## src/rtl/hpsp_bram_reader_pkg.sv

```systemverilog
// Shared types and sizing helpers for the line-buffer port-B read engine.
package hpsp_bram_reader_pkg;

    typedef enum logic [1:0] {
        IDLE  = 2'd0,
        READ  = 2'd1,
        DRAIN = 2'd2
    } state_t;

    function automatic int addr_w_f(input int depth);
        return $clog2(depth);
    endfunction

    function automatic int len_w_f(input int depth);
        return $clog2(depth) + 1;
    endfunction

    function automatic int fifo_depth_f(input int rd_latency);
        return rd_latency + 1;
    endfunction

    // Width able to hold every value 0..depth.
    function automatic int cnt_w_f(input int depth);
        return $clog2(depth + 1);
    endfunction

    // Never below one bit, so a single-entry FIFO still has a pointer.
    function automatic int ptr_w_f(input int depth);
        return (depth > 1) ? $clog2(depth) : 1;
    endfunction

endpackage

```

## src/rtl/hpsp_skid_fifo.sv

```systemverilog
// Register-based synchronous FIFO that absorbs RAM read latency and stream backpressure.
module hpsp_skid_fifo
    import hpsp_bram_reader_pkg::*;
#(
    parameter  int WIDTH = 679,
    parameter  int DEPTH = 1,
    localparam int CNT_W = cnt_w_f(DEPTH)
) (
    input  logic             clka,
    input  logic             aresetn,
    input  logic             push,
    input  logic [WIDTH-1:0] din,
    input  logic             pop,
    output logic [WIDTH-1:0] dout,
    output logic             full,
    output logic             empty,
    output logic [CNT_W-1:0] count
);

    localparam int               PTR_W    = ptr_w_f(DEPTH);
    localparam logic [PTR_W-1:0] LAST_PTR = PTR_W'(DEPTH - 1);

    logic [WIDTH-1:0] mem [DEPTH];
    logic [PTR_W-1:0] wr_ptr_q;
    logic [PTR_W-1:0] rd_ptr_q;
    logic [CNT_W-1:0] count_q;
    logic             do_push;
    logic             do_pop;

    assign full  = (count_q == CNT_W'(DEPTH));
    assign empty = (count_q == '0);
    assign count = count_q;
    assign dout  = mem[rd_ptr_q];

    // A full FIFO still takes a push when its head leaves in the same cycle.
    assign do_push = push && (!full || pop);
    assign do_pop  = pop && !empty;

    function automatic logic [PTR_W-1:0] ptr_inc(input logic [PTR_W-1:0] p);
        return (p == LAST_PTR) ? '0 : p + PTR_W'(1);
    endfunction

    // NOTE: state registers use non-blocking assignments so every flop samples pre-edge values.
    always_ff @(posedge clka or negedge aresetn) begin
        if (!aresetn) begin
            wr_ptr_q <= '0;
            rd_ptr_q <= '0;
            count_q  <= '0;
        end else begin
            if (do_push) wr_ptr_q <= ptr_inc(wr_ptr_q);
            if (do_pop)  rd_ptr_q <= ptr_inc(rd_ptr_q);
            case ({do_push, do_pop})
                2'b10:   count_q <= count_q + CNT_W'(1);
                2'b01:   count_q <= count_q - CNT_W'(1);
                default: count_q <= count_q;
            endcase
        end
    end

    // NOTE: storage is deliberately not reset; pointers and count alone define which entries are live.
    always_ff @(posedge clka) begin
        if (do_push) mem[wr_ptr_q] <= din;
    end

endmodule

```

## src/rtl/hpsp_bram_reader.sv

```systemverilog
// Drains a programmed run of line-buffer entries through port B as a valid/ready stream,
// issuing reads only while the skid FIFO has a credit for the returning data.
module hpsp_bram_reader
    import hpsp_bram_reader_pkg::*;
#(
    parameter  int RAM_WIDTH  = 678,
    parameter  int RAM_DEPTH  = 16,
    parameter  int RD_LATENCY = 0,
    localparam int ADDR_W     = addr_w_f(RAM_DEPTH),
    localparam int LEN_W      = len_w_f(RAM_DEPTH),
    localparam int FIFO_DEPTH = fifo_depth_f(RD_LATENCY)
) (
    input  logic                 clka,
    input  logic                 aresetn,
    input  logic                 start_valid,
    output logic                 start_ready,
    input  logic [ADDR_W-1:0]    start_addr,
    input  logic [LEN_W-1:0]     start_len,
    output logic                 ram_enb,
    output logic [ADDR_W-1:0]    ram_addrb,
    input  logic [RAM_WIDTH-1:0] ram_doutb,
    output logic                 m_valid,
    input  logic                 m_ready,
    output logic [RAM_WIDTH-1:0] m_data,
    output logic                 m_last,
    output logic                 busy,
    output logic                 done
);

    localparam int CNT_W  = cnt_w_f(FIFO_DEPTH);
    localparam int CRED_W = cnt_w_f(2 * FIFO_DEPTH);

    state_t            state_q;
    state_t            state_d;
    logic [ADDR_W-1:0] addr_q;
    logic [LEN_W-1:0]  remaining_q;
    logic              done_q;
    logic              done_d;

    logic              accept;
    logic              issue;
    logic              pop;
    logic              push;
    logic              push_last;
    logic              fifo_full;
    logic              fifo_empty;
    logic [CNT_W-1:0]  fifo_count;
    logic [RAM_WIDTH:0] fifo_dout;
    logic [CRED_W-1:0] inflight;
    logic [CRED_W-1:0] occupancy;

    assign start_ready = (state_q == IDLE);
    assign busy        = (state_q != IDLE);
    assign accept      = start_valid && start_ready;
    assign pop         = m_valid && m_ready;

    // Entries already committed to the FIFO once this cycle's pop leaves.
    assign occupancy = inflight + CRED_W'(fifo_count) - CRED_W'(pop);
    assign issue     = (state_q == READ) && (remaining_q != '0)
                       && (occupancy < CRED_W'(FIFO_DEPTH));

    assign ram_enb   = issue;
    assign ram_addrb = addr_q;
    assign done      = done_q;

    always_comb begin
        // NOTE: every combinational output gets a default first so no path infers a latch.
        state_d = state_q;
        done_d  = 1'b0;
        unique case (state_q)
            IDLE: begin
                if (accept) begin
                    if (start_len == '0) done_d  = 1'b1;
                    else                 state_d = READ;
                end
            end
            READ: begin
                if (issue && (remaining_q == LEN_W'(1))) state_d = DRAIN;
            end
            DRAIN: begin
                // Nothing in flight or buffered after this pop: the last beat is leaving now.
                if (occupancy == '0) begin
                    state_d = IDLE;
                    done_d  = 1'b1;
                end
            end
            default: state_d = IDLE;
        endcase
    end

    always_ff @(posedge clka or negedge aresetn) begin
        if (!aresetn) begin
            state_q     <= IDLE;
            addr_q      <= '0;
            remaining_q <= '0;
            done_q      <= 1'b0;
        end else begin
            state_q <= state_d;
            done_q  <= done_d;
            if (accept) begin
                addr_q      <= start_addr;
                remaining_q <= start_len;
            end else if (issue) begin
                addr_q      <= addr_q + ADDR_W'(1);
                remaining_q <= remaining_q - LEN_W'(1);
            end
        end
    end

    generate
        if (RD_LATENCY == 0) begin : g_no_pipe
            assign push      = issue;
            assign push_last = issue && (remaining_q == LEN_W'(1));
            assign inflight  = '0;
        end else begin : g_tag_pipe
            logic [RD_LATENCY-1:0] tag_vld_q;
            logic [RD_LATENCY-1:0] tag_last_q;

            always_ff @(posedge clka or negedge aresetn) begin
                if (!aresetn) begin
                    tag_vld_q  <= '0;
                    tag_last_q <= '0;
                end else begin
                    tag_vld_q[0]  <= issue;
                    tag_last_q[0] <= issue && (remaining_q == LEN_W'(1));
                    for (int i = 1; i < RD_LATENCY; i++) begin
                        tag_vld_q[i]  <= tag_vld_q[i-1];
                        tag_last_q[i] <= tag_last_q[i-1];
                    end
                end
            end

            always_comb begin
                inflight = '0;
                for (int i = 0; i < RD_LATENCY; i++) begin
                    inflight = inflight + CRED_W'(tag_vld_q[i]);
                end
            end

            assign push      = tag_vld_q[RD_LATENCY-1];
            assign push_last = tag_last_q[RD_LATENCY-1];
        end
    endgenerate

    hpsp_skid_fifo #(
        .WIDTH (RAM_WIDTH + 1),
        .DEPTH (FIFO_DEPTH)
    ) u_skid_fifo (
        .clka    (clka),
        .aresetn (aresetn),
        .push    (push),
        .din     ({push_last, ram_doutb}),
        .pop     (pop),
        .dout    (fifo_dout),
        .full    (fifo_full),
        .empty   (fifo_empty),
        .count   (fifo_count)
    );

    // Head is masked while empty so the stream outputs read as zero after reset.
    assign m_valid = !fifo_empty;
    assign m_data  = m_valid ? fifo_dout[RAM_WIDTH-1:0] : '0;
    assign m_last  = m_valid && fifo_dout[RAM_WIDTH];

    a_no_overflow : assert property (@(posedge clka) disable iff (!aresetn)
        !(push && fifo_full && !pop));

endmodule

```

## config.mk

```make
export PLATFORM = sky130hd
export DESIGN_NAME = hpsp_bram_reader
export DESIGN_NICKNAME = d
export VERILOG_FILES = /design/src/rtl/hpsp_bram_reader_pkg.sv /design/src/rtl/hpsp_skid_fifo.sv /design/src/rtl/hpsp_bram_reader.sv
export SDC_FILE = /design/constraint.sdc
export NUM_CORES = 1
export LEC_CHECK = 0
export ABC_AREA = 0
export BUFFER_PORTS_ARGS = -buffer_cell sky130_fd_sc_hd__buf_2
export CAP_MARGIN = 40
export CORE_AREA = 4 4 529 531
export CTS_BUF_LIST = sky130_fd_sc_hd__clkbuf_16
export DETAILED_ROUTE_END_ITERATION = 7
export DIE_AREA = 0 0 533 535
export PLACE_DENSITY = 0.3
export SYNTH_ARGS = -nofsm -noshare
export SYNTH_HDL_FRONTEND = slang
export SYNTH_SLANG_ARGS = --single-unit
```

## constraint.sdc

```tcl
create_clock -name clka -period 15.27 [get_ports clka]
set_input_delay 3.054 -clock clka [delete_from_list [all_inputs] [get_ports clka]]
set_output_delay 3.054 -clock clka [all_outputs]
set_load 0.01 [all_outputs]
```

# After elaboration in Yosys (flattened, before gate mapping)
# Memory sizes are Yosys's and may differ from the RTL's.
# Index checks and enable logic that the tools add are counted.
[classes] n_addsub=5 magnitude_cmp=1 n_eq_ne=9 mux=17 reduce_logical=18
[op_table] op="two-way mux 678 bit" count=1
[op_table] op="two-way mux 5 bit" count=2
[op_table] op="logical AND 1 bit" count=8
[op_table] op="two-way mux 2 bit" count=4
[op_table] op="two-way mux 4 bit" count=2
[op_table] op="inequality test 2 bit (second input constant)" count=3
[op_table] op="case mux 2 bit (3 select lines)" count=1
[op_table] op="nonzero test 2 bit" count=3
[op_table] op="== test 5 x 1 -> 1 bit (second input constant)" count=1
[op_table] op="logical NOT 5 bit" count=1
[op_table] op="two-way mux 1 bit" count=5
[op_table] op="nonzero test 5 bit" count=1
[op_table] op="subtractor 5 x 1 -> 5 bit (second input constant)" count=1
[op_table] op="adder 4 x 1 -> 4 bit (second input constant)" count=1
[op_table] op="== test 2 x 1 -> 1 bit (second input constant)" count=2
[op_table] op="== test 2 bit (second input constant)" count=2
[op_table] op="logical NOT 2 bit" count=2
[op_table] op="case mux 1 bit (2 select lines)" count=2
[op_table] op="AND reduction 4 bit" count=1
[op_table] op="< comparator 2 x 1 -> 1 bit (second input constant)" count=1
[op_table] op="inequality test 2 x 1 -> 1 bit (second input constant)" count=1
[op_table] op="subtractor 1 x 1 -> 2 bit" count=1
[op_table] op="adder 1 bit (second input constant)" count=1
[op_table] op="logical NOT 1 bit" count=1
[op_table] op="2 further kinds" count=2
[totals] regBits=13 ram_bits=679 in_bits=691 mem_count=1
[memory_table] memory="u_skid_fifo.mem" depth=1 word_bits=679 rd=1 rd_clocked_by_memory_dff=0 wr=1 line="hpsp_skid_fifo.sv:23" rtl="logic [WIDTH-1:0] mem [DEPTH];"

# Logic depth before layout (Yosys ltp)
[depth] word_depth=7 depth_mapped=7 ltp_nobuf=7

# Modules after synthesis
# Synthesis repeated with hierarchy kept, for this count alone.
[unflattened] hier_cells=1530 area_unflattened_um2=25788.5
[modules_own_cells] module="hpsp_skid_fifo" n_inst=1 cells_per_inst=685 area_per_inst_um2=20444.6
[modules_own_cells] module="hpsp_bram_reader" n_inst=1 cells_per_inst=845 area_per_inst_um2=5343.9

# Least setup slack after synthesis
# OpenSTA, ideal clock, no wires.
[synth_path] path_kind="input to register" from="input m_ready" to="memory u_skid_fifo.mem[0][0], enable pin" setup_time_ns=1.018 arrival_time_ns=16.460 slack_ns=-2.209 cell_stages=3 path_cell_list="nand2b_1 > nand3_4 > inv_1"
[synth_between] elab_chain_len=7
[synth_rtl] item="start, declared" line="hpsp_bram_reader.sv:23" rtl="input logic m_ready,"
[synth_rtl] item="logical AND 1 bit (*)" line="hpsp_bram_reader.sv:55" rtl="assign pop = m_valid && m_ready;"
[synth_rtl] item="subtractor 1 x 1 -> 2 bit" line="hpsp_bram_reader.sv:58" rtl="assign occupancy = inflight + CRED_W'(fifo_count) - CRED_W'(pop);"
[synth_rtl] item="< comparator 2 x 1 -> 1 bit" line="hpsp_bram_reader.sv:60" rtl="&& (occupancy < CRED_W'(FIFO_DEPTH));"
[synth_rtl] item="logical AND 1 bit" line="hpsp_bram_reader.sv:60"
[synth_rtl] item="logical AND 1 bit (*)" line="hpsp_skid_fifo.sv:36" rtl="assign do_push = push && (!full || pop);"
[synth_rtl] item="via u_skid_fifo.do_push" line="hpsp_skid_fifo.sv:27" rtl="logic do_push;"
[synth_rtl] item="two-way mux 1 bit (*)" line="hpsp_skid_fifo.sv:62" rtl="if (do_push) mem[wr_ptr_q] <= din;"
[synth_rtl] item="two-way mux 1 bit (not written as such) (*)" line="hpsp_skid_fifo.sv:62"
[synth_rtl] item="end, declared" line="hpsp_skid_fifo.sv:23"
# The timed path passes the listed nets; every way through them passes the cells marked *.

# Worst setup path after layout
[layout_path] from="input m_ready" to="output ram_enb"
[layout_between] elab_chain_len=4
[layout_rtl] item="logical AND 1 bit" line="hpsp_bram_reader.sv:55"
[layout_rtl] item="subtractor 1 x 1 -> 2 bit" line="hpsp_bram_reader.sv:58"
[layout_rtl] item="< comparator 2 x 1 -> 1 bit" line="hpsp_bram_reader.sv:60"
[layout_rtl] item="logical AND 1 bit" line="hpsp_bram_reader.sv:60"
[layout_rtl] item="end, declared" line="hpsp_bram_reader.sv:19" rtl="output logic ram_enb,"
# Every way passes these cells.

==> run_results.csv <==
group,metric,value,unit
yosys,synth_top_area_share,79.5,%
floorplanning,pin_count,1379,
critical_path,r2r_start,"u_skid_fifo.count",
yosys,synth_seq_cells,692,
finish,layout_commonest_cell,"buf_2",
critical_path,cp-end-kind,"output port",
timing,skew,51.0,ps
yosys,ys_async_sr_fraction,1.88,%
timing,fin_ws,8260,ps
yosys,avgSynthCellArea,17.0,µm²
power,power_frac_seq,46.2,%
power,p_sw_share,21.5,%
floorplanning,fp.dieH,535,µm
timing,tns,0,ps
finish,final_cell_count_no_fill,6747,
route,wl,173000,µm
clocking,insertion_delay,780,ps
yosys,synth_area_leader_cell,"edfxtp_1",
floorplanning,die-area,285000,µm²
yosys,synth_fp_nets,2206,
timing,finalSetupViolations,0,
route,dr.max_layer_used,"met5",
grt,grt_pass1_wl,217000,µm
power,leakage,16.8,nW
power,pwr-share-comb,2.4,%
route,drc_errors,0,
yosys,synth_warnings,0,
critical_path,critical_path_required,12220,ps
place,dp.final_hpwl,147000,µm
clocking,postCtsHoldBufs,0,
power,p_sw,0.970,mW
grt,grt_pass1_vias,19977,
route,firstDrtPassIters,4,
timing,slew_headroom,33.3,%
yosys,synth-edff-count,679,
route,drt_iter0_markers,857,
critical_path,r2r-end,"u_skid_fifo.mem[0][265]",
clocking,cts_root_buffer,"clkbuf_16",
place,pre_cts_ws,8270,ps
finish,drive_gt1_share,51.5,%
clocking,cts.sinks,692,
clocking,cts-resized-gates,0,
critical_path,crit_end,"ram_enb",
route,wl_met2,80500,µm
route,met1_length,65400,µm
critical_path,critical_path_class,"input port to output port",
critical_path,reg2regPathDepth,7,
grt,gr-total-overflow,0,
yosys,syn_inst,1512,
place,place.port_buffers,1378,
yosys,ys_seq_area_share,80.7,%
timing,period_share,45.9,%
yosys,syn_area,25700,µm²
floorplanning,core-area,276000,µm²
grt,grt_usage,11.6,%
yosys,synthFlopType,"edfxtp_1",
finish,fin_nets,3626,
route,dr_wl_met3,21900,µm
grt,grt_antenna_before_repair,195,
route,vias,19058,
timing,rsz0062_at_grt,"false",
critical_path,cp_max_fo,7,
timing,slew_viol_final,0,
floorplanning,start_util,9.31,%
hold_path,min_path_type,"flop to flop",
floorplanning,die_x,533,µm
critical_path,start_kind,"input port",
power,p_int,3.54,mW
critical_path,arrival,3950,ps
timing,max_freq,0.143,GHz
clocking,cts_tree,"done",
finish,mostFrequentLayoutCells,"buf_2 (1,378), and2_1 (680), edfxtp_1 (679), clkbuf_16 (98), inv_1 (18)",
clocking,clkTransAtPathRegs,60,ps
timing,tightest_slew,1000,ps
timing,fin_crit,7010,ps
clocking,clockBufferDepth,4,
clocking,post_cts_buffers,0,
finish,syn_to_final_growth,57.7,%
outcome,status,"finished clean",
power,ir_drop,0.0767,mV
run,drv_cap,0,
clocking,cts.htree.levels,3,
yosys,synth_area_leaders,"edfxtp_1 (79%), and2_1 (17%), dfrtp_1 (1.3%)",
clocking,cts_buffers,96,
power,power_density,111,nW/µm²
route,postRouteAntennaNets,0,
place,routabilityCongestion,0.896,
timing,finalHoldViolCount,0,
yosys,ys_types,31,
place,placed_cells,6539,
critical_path,cp-startpoint,"m_ready",
power,power_frac_clock,51.4,%
grt,grt_max_degree,140,
floorplanning,rows,193,
critical_path,reg2reg_setup_slack,11010,ps
route,via_per_inst,2.82,
route,wire_per_inst,25.6,µm
==> power by group through the flow <==
stage	Clock (mW)	Combinational (mW)	Sequential [mW]
after floorplan	0	0.000306	2.12
after global placement	0	0.109	2.12
after detailed placement	0	0.110	2.12
after CTS	2.44	0.111	2.08
after global routing	2.51	0.118	2.08
final	2.32	0.108	2.08
==> cell usage after synthesis, drive strengths merged (2+ instances only) <==
cell type	number
ha	3
nand2	13
and2	680
xor2	2
buf	2
nand3	7
o211ai	2
nand4	3
clkbuf	75
xnor2	2
edfxtp	679
inv	7
dfrtp	13
o21ai	6
nor4b	2
nor2	4
==> per-layer routing <==
metal,track usage (%),up-vias
met4,2.76,110
met1,12.9,9143
li1,-,8195
met2,19.2,1249
met5,0,-
met3,6.40,361
==> final cells by class <==
type	instances	area, µm²
Tap cell	3705	4640
Sequential cell	692	20700
Inverter	7	32.5
Timing Repair Buffer	1399	7180
Antenna cell	39	97.6
Clock buffer	98	2450
Fill cell	30984	235000
Clock inverter	71	724
Multi-Input combinational cell	736	4620
==> kinds of logic after synthesis <==
logic type                 share of synthesized area, %
AOI/OAI and AO/OA                                 0.322
buffers and inverters                              1.25
DFF                                                80.7
and+or+nand+nor                                    17.4
adders and majority gates                         0.146
muxes                                            0.0390
xor gates and xnor gates                          0.137
==> worst min-delay path by stage <==
stage / startpoint / end / slack, ps / depth (start not counted)
after global placement: state_q[0] / done / 490 / 1
after CTS: state_q[0] / done / 500 / 1
after global routing: state_q[0] / done / 530 / 1
after detailed placement: state_q[0] / done / 490 / 1
after floorplan: state_q[0] / done / 450 / 1
final: state_q[0] / done / 500 / 1
==> metrics by stage <==
step | hold WS, ps | power (mW) | util, % | area [µm²]
after floorplan | 448 | 2.13 | - | 25700
after global placement | 489 | 2.23 | 13.5 | 37100
after detailed placement | 491 | 2.23 | 13.5 | 37200
after CTS | 505 | 4.64 | 14.7 | 40400
after global routing | 535 | 4.71 | 14.7 | 40400
final | 502 | 4.51 | 14.7 | 40500
==> critical path, stage by stage <==
cell	delay, ps
buf_2	110
nand2b_1	290
nand3_4	210
inv_4	140
buf_2	150
==> state kept, by name (all words and copies together), names as in the netlist <==
register	cells
u_skid_fifo.count	1
u_skid_fifo.mem	679
remaining_q	5
state_q	2
done	1
ram_addrb	4
(Power assumes the default switching activity.)
